### config.mk
export PLATFORM = sky130hd
export DESIGN_NAME = pulse_stretcher_flat
export DESIGN_NICKNAME = d
export VERILOG_FILES = /design/src/rtl/pulse_stretcher_if.sv /design/src/rtl/pulse_stretcher.sv /design/src/flat_wrapper.sv
export SDC_FILE = /design/constraint.sdc
export NUM_CORES = 1
export LEC_CHECK = 0
export ABC_CLOCK_PERIOD_IN_PS = 3300
export CAP_MARGIN = 25
export CORE_MARGIN = 3
export CORE_UTILIZATION = 61
export CTS_BUF_LIST = sky130_fd_sc_hd__clkbuf_8
export DETAILED_ROUTE_END_ITERATION = 10
export GPL_TIMING_DRIVEN = 0
export HOLD_SLACK_MARGIN = 0.15
export PLACE_DENSITY = 0.93
export SLEW_MARGIN = 5
export SYNTH_ARGS = -nofsm -noshare
export SYNTH_HDL_FRONTEND = slang
export SYNTH_SLANG_ARGS = --single-unit
### constraint.sdc
create_clock -name clk -period 3.3 [get_ports clk]
set_input_delay 0.33 -clock clk [delete_from_list [all_inputs] [get_ports clk]]
set_output_delay 0.33 -clock clk [all_outputs]
set_load 0.005 [all_outputs]
### src/rtl/pulse_stretcher_if.sv
`default_nettype none
// +----------------------------------------------------------------------------+
// | Module   : pulse_stretcher_if                                              |
// | Brief    : Event/pulse signal bundle for pulse_stretcher                   |
// | Revision : 1.0                                                             |
// +----------------------------------------------------------------------------+
interface pulse_stretcher_if #(
    parameter int QUEUE_DEPTH = 7
);
    localparam int c_PEND_W = $clog2(QUEUE_DEPTH + 1);

    logic                sig_event;
    logic                clr_ovf;
    logic                out;
    logic                busy;
    logic [c_PEND_W-1:0] pending;
    logic                overflow;

    modport master (
        output sig_event,
        output clr_ovf,
        input  out,
        input  busy,
        input  pending,
        input  overflow
    );

    modport slave (
        input  sig_event,
        input  clr_ovf,
        output out,
        output busy,
        output pending,
        output overflow
    );
endinterface
`default_nettype wire

### src/rtl/pulse_stretcher.sv
`default_nettype none
// +----------------------------------------------------------------------------+
// | Module   : pulse_stretcher                                                 |
// | Brief    : Turns event strobes into fixed-width pulses with a low gap;     |
// |            STRETCH_QUEUE_EN enables queuing of events during a pulse.      |
// | Revision : 1.0                                                             |
// +----------------------------------------------------------------------------+
module pulse_stretcher #(
    parameter int HIGH_CYCLES = 1000,
    parameter int LOW_CYCLES  = 1000,
    parameter int QUEUE_DEPTH = 7
) (
    input  wire logic        clk,
    input  wire logic        rst,
    pulse_stretcher_if.slave bus
);

    localparam int c_MAX_CYCLES = (HIGH_CYCLES > LOW_CYCLES) ? HIGH_CYCLES : LOW_CYCLES;
    localparam int c_CNT_W      = (c_MAX_CYCLES > 1) ? $clog2(c_MAX_CYCLES) : 1;
    localparam int c_PEND_W     = $clog2(QUEUE_DEPTH + 1);

    localparam logic [c_CNT_W-1:0] c_HIGH_LOAD = c_CNT_W'(HIGH_CYCLES - 1);
    localparam logic [c_CNT_W-1:0] c_LOW_LOAD  = c_CNT_W'(LOW_CYCLES - 1);

    localparam logic [1:0] c_IDLE = 2'd0;
    localparam logic [1:0] c_HIGH = 2'd1;
    localparam logic [1:0] c_GAP  = 2'd2;

    logic [1:0]         r_state;
    logic [1:0]         w_state_nxt;
    logic [c_CNT_W-1:0] r_cnt;
    logic [c_CNT_W-1:0] w_cnt_nxt;
    logic               r_out;
    logic               w_out_nxt;
    logic               r_overflow;
    logic               w_overflow_nxt;

    logic               w_gap_done;
    logic               w_pend_nz;
    logic               w_direct;
    logic               w_enq_req;
    logic               w_ovf_set;

    assign w_gap_done = (r_state == c_GAP) && (r_cnt == '0);

    // An event starts a pulse directly only when nothing queued is ahead of it
    assign w_direct  = bus.sig_event &&
                       ((r_state == c_IDLE) || (w_gap_done && !w_pend_nz));
    assign w_enq_req = bus.sig_event && !w_direct;

`ifdef STRETCH_QUEUE_EN
    localparam logic [c_PEND_W-1:0] c_DEPTH = c_PEND_W'(QUEUE_DEPTH);

    logic [c_PEND_W-1:0] r_pending;
    logic [c_PEND_W-1:0] w_pending_nxt;
    logic                w_deq;
    logic                w_enq;

    assign w_pend_nz = (r_pending != '0);
    assign w_deq     = w_gap_done && w_pend_nz;
    // A dequeue on the same edge frees the slot, so a full queue still accepts
    assign w_ovf_set = w_enq_req && (r_pending == c_DEPTH) && !w_deq;
    assign w_enq     = w_enq_req && !w_ovf_set;

    always_comb begin
        w_pending_nxt = r_pending;
        case ({w_enq, w_deq})
            2'b10:   w_pending_nxt = r_pending + 1'b1;
            2'b01:   w_pending_nxt = r_pending - 1'b1;
            default: w_pending_nxt = r_pending;
        endcase
    end

    always_ff @(posedge clk) begin
        if (rst) begin
            r_pending <= '0;
        end else begin
            r_pending <= w_pending_nxt;
        end
    end

    assign bus.pending = r_pending;
`else
    assign w_pend_nz   = 1'b0;
    assign w_ovf_set   = w_enq_req;
    assign bus.pending = {c_PEND_W{1'b0}};
`endif

    // State register
    always_ff @(posedge clk) begin
        if (rst) begin
            r_state    <= c_IDLE;
            r_cnt      <= '0;
            r_out      <= 1'b0;
            r_overflow <= 1'b0;
        end else begin
            r_state    <= w_state_nxt;
            r_cnt      <= w_cnt_nxt;
            r_out      <= w_out_nxt;
            r_overflow <= w_overflow_nxt;
        end
    end

    // Next-state logic
    always_comb begin
        w_state_nxt = r_state;
        w_cnt_nxt   = r_cnt;
        case (r_state)
            c_IDLE: begin
                if (bus.sig_event) begin
                    w_state_nxt = c_HIGH;
                    w_cnt_nxt   = c_HIGH_LOAD;
                end
            end
            c_HIGH: begin
                if (r_cnt == '0) begin
                    w_state_nxt = c_GAP;
                    w_cnt_nxt   = c_LOW_LOAD;
                end else begin
                    w_cnt_nxt = r_cnt - 1'b1;
                end
            end
            c_GAP: begin
                if (r_cnt == '0) begin
                    if (w_pend_nz || bus.sig_event) begin
                        w_state_nxt = c_HIGH;
                        w_cnt_nxt   = c_HIGH_LOAD;
                    end else begin
                        w_state_nxt = c_IDLE;
                    end
                end else begin
                    w_cnt_nxt = r_cnt - 1'b1;
                end
            end
            default: begin
                w_state_nxt = c_IDLE;
                w_cnt_nxt   = '0;
            end
        endcase
    end

    // Output logic; out is registered from the upcoming state
    always_comb begin
        w_out_nxt      = (w_state_nxt == c_HIGH);
        w_overflow_nxt = r_overflow;
        if (w_ovf_set) begin
            w_overflow_nxt = 1'b1;
        end else if (bus.clr_ovf) begin
            w_overflow_nxt = 1'b0;
        end
    end

    assign bus.out      = r_out;
    assign bus.busy     = (r_state != c_IDLE);
    assign bus.overflow = r_overflow;

endmodule
`default_nettype wire

### src/flat_wrapper.sv
// flat-port wrapper written by rule: the top's interface ports become plain ports
module pulse_stretcher_flat 
#(
    parameter int HIGH_CYCLES = 1000,
    parameter int LOW_CYCLES  = 1000,
    parameter int QUEUE_DEPTH = 7
)
  (clk, rst, bus_sig_event, bus_clr_ovf, bus_out, bus_busy, bus_pending, bus_overflow);
  pulse_stretcher_if #(.QUEUE_DEPTH(QUEUE_DEPTH)) bus_i ();
  input  wire logic clk;
  input  wire logic rst;
  input wire logic [$bits(bus_i.sig_event)-1:0] bus_sig_event;
  input wire logic [$bits(bus_i.clr_ovf)-1:0] bus_clr_ovf;
  output wire logic [$bits(bus_i.out)-1:0] bus_out;
  output wire logic [$bits(bus_i.busy)-1:0] bus_busy;
  output wire logic [$bits(bus_i.pending)-1:0] bus_pending;
  output wire logic [$bits(bus_i.overflow)-1:0] bus_overflow;
  assign bus_i.sig_event = bus_sig_event;
  assign bus_i.clr_ovf = bus_clr_ovf;
  assign bus_out = bus_i.out;
  assign bus_busy = bus_i.busy;
  assign bus_pending = bus_i.pending;
  assign bus_overflow = bus_i.overflow;
  pulse_stretcher #(.HIGH_CYCLES(HIGH_CYCLES), .LOW_CYCLES(LOW_CYCLES), .QUEUE_DEPTH(QUEUE_DEPTH)) u_core (.clk(clk), .rst(rst), .bus(bus_i));
endmodule
==> impl_metrics.xml <==
<?xml version="1.0" encoding="UTF-8"?>
<metrics>
  <group name="setup_path">
    <metric name="critical_path.endpoint_type" unit="">output pin</metric>
    <metric name="worst_path_max_delay_cell" unit="">clkdlybuf4s50_1</metric>
    <metric name="cp_slowest_stage_delay" unit="ns">0.48</metric>
    <metric name="r2r-end" unit="">u_core.bus.out$_SDFF_PP0_</metric>
    <metric name="path_delay_family" unit="">buffers and inverters</metric>
    <metric name="timing_worst_setup_path_type" unit="">reg2out</metric>
    <metric name="worst-path-stages" unit="">4</metric>
    <metric name="startpoint_type" unit="">flip-flop</metric>
    <metric name="crit_path_end" unit="">bus_busy</metric>
    <metric name="cp_data_required_time" unit="ns">2.97</metric>
    <metric name="worst-endpoint-arrival" unit="ns">1.75</metric>
    <metric name="cp_num_buf_inv" unit="">3</metric>
    <metric name="r2r_slack" unit="ns">1.51</metric>
    <metric name="crit_path_start" unit="">u_core.r_state[0]$_SDFF_PP0_</metric>
    <metric name="timing.critical_path.fanout_max" unit="">10</metric>
    <metric name="r2r.worst_path.cells" unit="">6</metric>
    <metric name="worstReg2RegStart" unit="">u_core.r_cnt[0]$_SDFF_PP0_</metric>
    <metric name="worstPathCellList" unit="">buf_2 -&gt; nor2_1 -&gt; inv_1 -&gt; clkdlybuf4s50_1</metric>
  </group>
  <group name="cts">
    <metric name="clock_sink_count" unit="">14</metric>
    <metric name="cts_tree" unit="">done</metric>
    <metric name="ctsResizeCount" unit="">0</metric>
    <metric name="htree_num_levels" unit="">1</metric>
    <metric name="cts-root-to-sink-buffers" unit="">2</metric>
    <metric name="cts.hold.buffers_added" unit="">0</metric>
    <metric name="clk_pin_slew" unit="ns">0.06</metric>
    <metric name="tritoncts.num_buffers" unit="">3</metric>
    <metric name="clk_root_buffer_cell" unit="">clkbuf_8</metric>
    <metric name="post-cts-setup-buffer-count" unit="">0</metric>
    <metric name="clock_latency" unit="ns">0.24</metric>
  </group>
  <group name="floorplanning">
    <metric name="placementRows" unit="">12</metric>
    <metric name="die_footprint" unit="mm2">0.00191</metric>
    <metric name="chipHeight" unit="um">43.7</metric>
    <metric name="initial_core_util" unit="%">71.2</metric>
    <metric name="coreArea" unit="mm2">0.00122</metric>
    <metric name="fp.dieW" unit="um">43.7</metric>
    <metric name="design.portCount" unit="">10</metric>
  </group>
  <group name="synth">
    <metric name="synth_top_area_share" unit="%">32.4</metric>
    <metric name="netlist_area_pre_place" unit="um2">866</metric>
    <metric name="count_of_flip_flops_with_a_built_in_enable_after_synthesis" unit="">0</metric>
    <metric name="netlist_top_cells_area" unit="">dfxtp_1 (32%), a21oi_1 (5.2%), buf_4 (3.5%)</metric>
    <metric name="ys_async_sr_fraction" unit="%">0</metric>
    <metric name="synthesis.instances" unit="">103</metric>
    <metric name="postSynthRegisterBits" unit="">14</metric>
    <metric name="synth_top_cell_by_area" unit="">dfxtp_1</metric>
    <metric name="top_reg_cell_synth" unit="">dfxtp_1</metric>
    <metric name="ys_warn_count" unit="">0</metric>
    <metric name="postSynthAreaPerCell" unit="um2">8.41</metric>
    <metric name="synth_cell_types" unit="">44</metric>
    <metric name="synth_sequential_area_ratio" unit="%">32.4</metric>
  </group>
  <group name="place">
    <metric name="detailedPlacementHpwl" unit="um">1400</metric>
    <metric name="gp_congestion" unit="">0.872</metric>
    <metric name="place.detailed.instances" unit="">124</metric>
    <metric name="numPortBuffers" unit="">5</metric>
    <metric name="placed_area" unit="um2">941</metric>
  </group>
  <group name="power">
    <metric name="vdd_drop_max" unit="uV">336</metric>
    <metric name="p_leak" unit="nW">0.395</metric>
    <metric name="powerDensity" unit="mW/mm2">547</metric>
  </group>
  <group name="global_route">
    <metric name="grt_pass1_wl" unit="um">3370</metric>
    <metric name="initial_antenna_violation_count" unit="">0</metric>
    <metric name="grt_overflow" unit="">0</metric>
    <metric name="number_of_global_route_vias_before_repair" unit="">746</metric>
    <metric name="grt_use_total" unit="%">24.0</metric>
    <metric name="grt_start_max_net_pins" unit="">11</metric>
  </group>
  <group name="finish">
    <metric name="mostFrequentLayoutCells" unit="">dfxtp_1 (14), a21oi_1 (9), nor2_1 (8)</metric>
    <metric name="final_cells" unit="">127</metric>
    <metric name="diodes" unit="">0</metric>
    <metric name="finish.instance_area" unit="um2">982</metric>
    <metric name="layout-drive-gt1-share" unit="%">15.0</metric>
    <metric name="area_delta_synth_final" unit="%">13.4</metric>
    <metric name="final_nets" unit="">121</metric>
    <metric name="layout.cells.most_common" unit="">dfxtp_1</metric>
  </group>
  <group name="sta">
    <metric name="timing.final.hold_violations" unit="">0</metric>
    <metric name="final_period_minus_worst_setup_slack" unit="ns">2.08</metric>
    <metric name="fin_crit_sh" unit="%">63.0</metric>
    <metric name="finalSetupTns" unit="ns">0</metric>
    <metric name="finalHoldWorstSlack" unit="ns">0.473</metric>
    <metric name="worst_slew_margin" unit="%">66.8</metric>
    <metric name="highest_clock_frequency_the_design_can_meet" unit="MHz">481</metric>
    <metric name="report.final.slew_viol_count" unit="">0</metric>
    <metric name="worst_clock_skew" unit="ns">0.00337</metric>
    <metric name="worst_slew_pin_slew" unit="ns">0.495</metric>
    <metric name="rsz0062_at_grt" unit="">no</metric>
    <metric name="finalSetupViolations" unit="">0</metric>
  </group>
  <group name="routing">
    <metric name="detailroute.via_count" unit="">851</metric>
    <metric name="drt-vias-per-instance" unit="">6.70</metric>
    <metric name="detail-route-antenna-nets" unit="">0</metric>
    <metric name="drt-wirelength-per-cell" unit="um">16.0</metric>
    <metric name="first_iter_violations" unit="">43</metric>
    <metric name="remaining_drc_errors" unit="">0</metric>
    <metric name="finalWirelength" unit="um">2030</metric>
    <metric name="drt_pre_antenna_iters" unit="">4</metric>
  </group>
  <group name="run">
    <metric name="max_cap_viol_count" unit="">0</metric>
  </group>
  <group name="outcome">
    <metric name="run_status" unit="">finished, final reports clean</metric>
  </group>
  <group name="worst_hold_path">
    <metric name="worstHoldPathType" unit="">reg2reg</metric>
  </group>
</metrics>
## routing by layer
layer  vias up  track usage (%)  wire length, um
met5         -                0                0
met4         0             15.7               67
met3         9             3.73              172
met2        48             34.9              902
met1       388             32.4              886
li1        406                -                -
## cell type report
type	count	area [um2]
clock buffers	3	41.3
multi-input cells	77	520
well taps	14	17.5
fillers	81	234
repair buffers	5	50.0
inverters	4	15.0
plain buffers	10	57.6
flip-flops and latches	14	280
## cell families (layout without fill, tap and decap cells)
| family | Yosys count | after routing | share of synthesized area, % |
|---|---|---|---|
| buf+inv | 14 | 22 | 8.38 |
| fa+ha+maj | 2 | 2 | 2.89 |
| compound gates | 37 | 37 | 30.2 |
| simple gates | 33 | 33 | 23.7 |
| other cells | 1 | 3 | 0.433 |
| flops | 14 | 14 | 32.4 |
| xor+xnor | 2 | 2 | 2.02 |
## where the power goes
group | switching, mW | total (mW) | leakage (nW) | internal [mW]
sequential | 0.0216 | 0.212 | 0.116 | 0.191
combinational | 0.107 | 0.186 | 0.258 | 0.0791
clock | 0.0581 | 0.139 | 0.0216 | 0.0807
## worst min-delay path by stage
stage / start / endpoint / slack (ns) / depth (start not counted)
final: u_core.bus.overflow$_SDFFE_PP0P_ / u_core.bus.overflow$_SDFFE_PP0P_ / 0.47 / 2
after floorplan: rst / u_core.bus.overflow$_SDFFE_PP0P_ / 0.40 / 1
after global placement: u_core.bus.overflow$_SDFFE_PP0P_ / u_core.bus.overflow$_SDFFE_PP0P_ / 0.45 / 2
after CTS: u_core.bus.overflow$_SDFFE_PP0P_ / u_core.bus.overflow$_SDFFE_PP0P_ / 0.48 / 2
after detailed placement: u_core.bus.overflow$_SDFFE_PP0P_ / u_core.bus.overflow$_SDFFE_PP0P_ / 0.46 / 2
after global routing: u_core.bus.overflow$_SDFFE_PP0P_ / u_core.bus.overflow$_SDFFE_PP0P_ / 0.52 / 2
## state kept, by name (all words and copies together) (netlist names)
name                 cells
u_core.r_cnt            10
u_core.bus.overflow      1
u_core.bus.out           1
u_core.r_state           2
## metrics by stage
stage / worst slack (ns) / util (%) / power (mW)
2_1_floorplan: 1.80 / - / 0.352
3_3_place_gp: 1.54 / 77.4 / 0.388
3_5_place_dp: 1.55 / 77.4 / 0.395
4_1_cts: 1.23 / 80.8 / 0.534
5_1_grt: 1.13 / 80.8 / 0.565
6_report: 1.22 / 80.8 / 0.537
## cell usage after synthesis (2+ instances only)
cell	n
nand3_1	4
ha_1	2
clkbuf_1	2
buf_4	4
nor2_1	8
a31oi_1	2
o21ai_0	4
o22ai_1	2
nand2_1	4
inv_1	4
o211a_1	2
nor3b_1	3
nor4_1	3
a21oi_1	9
nor3_1	2
o31ai_1	2
a311oi_1	2
buf_2	4
o21ai_1	2
dfxtp_1	14
## worst min-delay path, cell delays in order, from the launching register on
cell      delay (ns)
dfxtp_1         0.31
nand2b_1        0.06
a21oi_1         0.05
Power figures use the tool's default switching activity.
